$ cat config.mk
export PLATFORM = sky130hd
export DESIGN_NAME = boxcar_sum16
export DESIGN_NICKNAME = d
export VERILOG_FILES = /design/src/rtl/boxcar_pkg.sv /design/src/rtl/boxcar_ring16.sv /design/src/rtl/boxcar_sum16.sv
export SDC_FILE = /design/constraint.sdc
export NUM_CORES = 1
export LEC_CHECK = 0
export BUFFER_PORTS_ARGS = -buffer_cell sky130_fd_sc_hd__buf_2
export CORE_MARGIN = 3
export CORE_UTILIZATION = 40
export CTS_CLUSTER_SIZE = 14
export DETAILED_ROUTE_END_ITERATION = 16
export PLACE_DENSITY = 0.56
export SETUP_SLACK_MARGIN = 0.2
export SLEW_MARGIN = 5
export SYNTH_ARGS = -nofsm -noshare
export SYNTH_HDL_FRONTEND = slang
export SYNTH_SLANG_ARGS = --single-unit
$ cat constraint.sdc
create_clock -name clk -period 3.89 [get_ports clk]
set_clock_uncertainty 0.2 [all_clocks]
set_input_delay 0.1945 -clock clk [delete_from_list [all_inputs] [get_ports clk]]
set_output_delay 0.1945 -clock clk [all_outputs]
set_load 0.02 [all_outputs]
$ cat src/rtl/boxcar_pkg.sv
// boxcar_pkg: shared widths and state encoding for the 16-tap boxcar accumulator
package boxcar_pkg;
  localparam int DIN_W = 12;
  localparam int LOG2_N = 4;
  localparam int N = 1 << LOG2_N;
  localparam int DOUT_W = DIN_W + LOG2_N;
  typedef enum logic {FILL, RUN} state_t;
endpackage

$ cat src/rtl/boxcar_ring16.sv
// boxcar_ring16: 16-entry flop ring buffer exposing the oldest entry before it is overwritten
module boxcar_ring16
  import boxcar_pkg::*;
(
  input  logic                     clk,
  input  logic                     zero_i,
  input  logic                     we_i,
  input  logic signed [DIN_W-1:0]  wdata_i,
  output logic signed [DIN_W-1:0]  oldest_o
);
  logic [N-1:0][DIN_W-1:0] mem_q;
  logic [LOG2_N-1:0] wr_ptr_q;
  always_ff @(posedge clk) begin
    if (zero_i) begin
      mem_q <= '0;
      wr_ptr_q <= '0;
    end else if (we_i) begin
      mem_q[wr_ptr_q] <= wdata_i;
      wr_ptr_q <= wr_ptr_q + LOG2_N'(1);
    end
  end
  assign oldest_o = mem_q[wr_ptr_q];
endmodule

$ cat src/rtl/boxcar_sum16.sv
// boxcar_sum16: exact running sum of the last 16 accepted signed samples
module boxcar_sum16
  import boxcar_pkg::*;
(
  input  logic                     clk,
  input  logic                     rst_n,
  input  logic                     clear,
  input  logic                     din_valid,
  input  logic signed [DIN_W-1:0]  din,
  output logic                     dout_valid,
  output logic signed [DOUT_W-1:0] dout,
  output logic                     primed
);
  logic zero;
  logic signed [DIN_W-1:0] oldest;
  logic signed [DOUT_W-1:0] acc_q, acc_d;
  logic [LOG2_N:0] fill_q, fill_d;
  state_t state_q, state_d;
  logic dout_valid_q;
  assign zero = !rst_n || clear;
  boxcar_ring16 u_ring (
    .clk     (clk),
    .zero_i  (zero),
    .we_i    (din_valid && !zero),
    .wdata_i (din),
    .oldest_o(oldest)
  );
  // Wraps modulo 2^DOUT_W; the settled sum always fits, so no guard is needed.
  always_comb begin
    acc_d = acc_q + DOUT_W'(din) - DOUT_W'(oldest);
    fill_d = (fill_q == (LOG2_N+1)'(N)) ? fill_q : fill_q + (LOG2_N+1)'(1);
    state_d = (state_q == RUN || fill_q == (LOG2_N+1)'(N-1)) ? RUN : FILL;
  end
  always_ff @(posedge clk) begin
    if (zero) begin
      acc_q <= '0;
      fill_q <= '0;
      state_q <= FILL;
      dout_valid_q <= 1'b0;
    end else begin
      dout_valid_q <= din_valid && state_d == RUN;
      if (din_valid) begin
        acc_q <= acc_d;
        fill_q <= fill_d;
        state_q <= state_d;
      end
    end
  end
  assign dout = acc_q;
  assign dout_valid = dout_valid_q;
  assign primed = state_q == RUN;
endmodule

==> reports/qor.yml <==
run_status:
  status: "complete, but fails checks"
  violations: "setup timing"
synthesis:
  synthCells: 1241
  yosysUniqueCellTypes: 49
  synth_seq_cells: 219
  syn-mean-instance-area_sq_um: 8.48
  postSynthNetCount: 1296
  ys_seq_area_share_pct: 41.7
  synth_area_sq_um: 10500
  ys_warn_count: 0
detailed_routing:
  wl_um: 32000
  drt_iter0_markers: 821
  first_pass_iters: 7
  wl_per_cell_um: 19.3
  via_per_inst: 5.36
  num_vias: 8901
  drcViolationCount: 0
  ant_nets: 0
timing:
  hold_viol: 0
  drv_slew: 0
  tightestPinTransition_ns: 0.992
  maxSlewHeadroom_pct: 33.8
  fin_crit_ns: 4.08
  final.setup.worst_slack_ns: -0.191
  grt_setup_unrepaired: "true"
  max_freq_mhz: 245
  finalCritPeriodShare_pct: 105
  setup_viol: 8
place:
  portBuffers: 33
  post-place-ws_ns: -0.282
  dp_hpwl_um: 21700
  gp_congestion: 0.834
  detailed_place.area_sq_um: 11600
finish:
  multiInputGateArea_sq_um: 5830
  stdcell_area_sq_um: 12900
  fillers: 2425
  utilization_pct: 50.5
  nNetsFinal: 1369
  area_growth_pct: 22.5
  layout_commonest_cell: "nand2_1"
  drive_gt1_share_pct: 21.9
  n_antenna_cell: 0
  regArea_sq_um: 4390
  mostFrequentLayoutCells: "nand2_1, dfxtp_1, a21oi_1"
global_route:
  grt_max_degree: 96
  grt-ovfl-total: 0
  grt_pass1_vias: 8603
  antenna_found_initial: 2
  grt_usage_pct: 22.2
  grt_pass1_wl_um: 49900
floorplanning:
  initial_core_util_pct: 41.2
  rows: 58
  io_pins: 34
  die_area_sq_um: 28300
  core_area_sq_um: 25500
  die_h_um: 168
  die_x_um: 168
power:
  vdd_drop_max_uv: 374
  power_density_nw_per_um2: 416
  p_leak_nw: 4.47
  finalPower_mw: 5.37
worst_setup_path:
  critical-path-slowest-cell: "mux4_2"
  startpoint_type: "flip-flop"
  cp_data_required_time_ns: 4.12
  cp_max_fo: 5
  end_kind: "flip-flop"
  cpPeakStageDelay_ns: 0.53
  crit_chain: "buf_6, buf_6, mux4_2, mux4_2, ha_4, inv_4, ha_4, inv_2, fa_2, and2b_2, o2111ai_4, a21boi_4, a221oi_2, or4_1, o311ai_2"
  arrival_ns: 4.31
  worstSetupPathType: "flip-flop to flip-flop"
clock_tree:
  cts.reportedPaths.clkPinSlew_ns: 0.06
  clock-sinks: 219
  clock_latency_ns: 0.53
  cts_inserted_buffers: 24
  cts_tree: "yes"
  cts_buffer_depth: 3
  cts_max_level: 1
  clock-root-buffer: "clkbuf_16"
run:
  drv_cap: 0
min_path:
  min_path_type: "primary input to flip-flop"
through the flow:
stage | hold WS (ns) | cells | TNS (ns)
floorplan | 0.169 | 1241 | -0.126
global placement | 0.239 | 1589 | -1.22
detailed placement | 0.245 | 1589 | -1.46
CTS | 0.0182 | 1651 | -1.08
global route | 0.0342 | 1660 | -2.40
finish | 0.0461 | 1660 | -1.09
path summary, 6_finish.rpt:
check	from	to	slack, ns	cells past startpoint
worst max-delay path	u_ring.wr_ptr_q[0]	dout[12]	-0.19	15
worst min register to register	u_ring.mem_q[35]	u_ring.mem_q[35]	0.25	2
worst min-delay path	din[3]	u_ring.mem_q[87]	0.05	4
worst max register to register	u_ring.wr_ptr_q[0]	dout[12]	-0.19	15
state kept, by name (all words and copies together), names as in the netlist:
signal,cells
dout,16
dout_valid,1
fill_q,5
primed,1
u_ring.mem_q,192
u_ring.wr_ptr_q,4
metal layers:
layer	wire length [um]	track usage (%)	vias to the layer above
met5	27	0	-
met2	15100	36.4	240
met1	14200	30.5	4298
met4	876	6.12	4
li1	-	-	4305
met3	1840	3.85	54
critical path: cells and delay by family, from the launching register on:
family | cells | cell delay (ns)
adder cells (fa/ha/maj) | 3 | 0.75
buffers and inverters | 4 | 0.38
AO/OA/AOI/OAI | 4 | 0.57
flip-flops | 1 | 0.36
AND/OR/NAND/NOR | 2 | 0.69
multiplexers | 2 | 1.04
report_power, final:
part,switching [mW],internal (mW),leakage (nW)
sequential,0.0164,2.26,1.77
combinational,0.470,0.421,2.32
clock,0.936,1.26,0.381
total,1.42,3.95,4.47
cell usage after synthesis, drive strengths merged:
library cell	instances	area, sq um
nand2	395	1480
dfxtp	219	4380
a21oi	207	1040
clkbuf	81	304
inv	60	225
mux4	60	1350
nor2	37	141
ha	24	300
buf	23	130
nand3	19	95.1
fa	15	300
a21o	9	70.1
mux2i	9	90.1
nand4	8	50.1
nor3	8	45.0
xor2	7	61.3
and3	6	37.5
xnor2	5	43.8
nand2b	4	25.0
nor2b	4	25.0
o21a	4	30.0
o21ai	4	23.8
o311ai	4	35.0
a221oi	3	26.3
a31oi	3	18.8
or3	3	18.8
a211oi	2	15.0
a31o	2	17.5
and2	2	12.5
o2111ai	2	17.5
o211ai	2	20.0
or4	2	15.0
a21boi	1	11.3
a221o	1	10.0
a22o	1	8.76
and2b	1	7.51
nand3b	1	7.51
nor3b	1	7.51
o2111a	1	11.3
o41ai	1	8.76
area by class of cell:
type                       instances  share of cell area, %
clock buffer                      35                   5.52
clock inverter                     7                  0.359
inverter                          60                   1.77
multi-input combinational        858                   45.3
sequential                       219                   34.1
tap                              330                   3.20
timing repair buffer             151                   9.82
timing repair:
action / in CTS / in global routing
cloned: 1 / 2
hold buffers: 13 / 0
pin swaps: 8 / 17
endpoints found under the setup margin: 12 / 12
buffers inserted: 6 / 7
endpoints found under the hold margin: 170 / 0
gates resized for setup: 18 / 22
cell families (layout without fill, tap and decap cells):
logic type | Yosys count | count (layout) | share of synthesized area (%)
fa+ha+maj | 39 | 39 | 5.71
flops | 219 | 219 | 41.7
compound gates | 247 | 247 | 12.9
buf+inv | 164 | 253 | 6.27
mux | 69 | 69 | 13.7
xor+xnor | 12 | 12 | 0.999
simple gates | 491 | 491 | 18.7
Power figures use the tool's default switching activity.
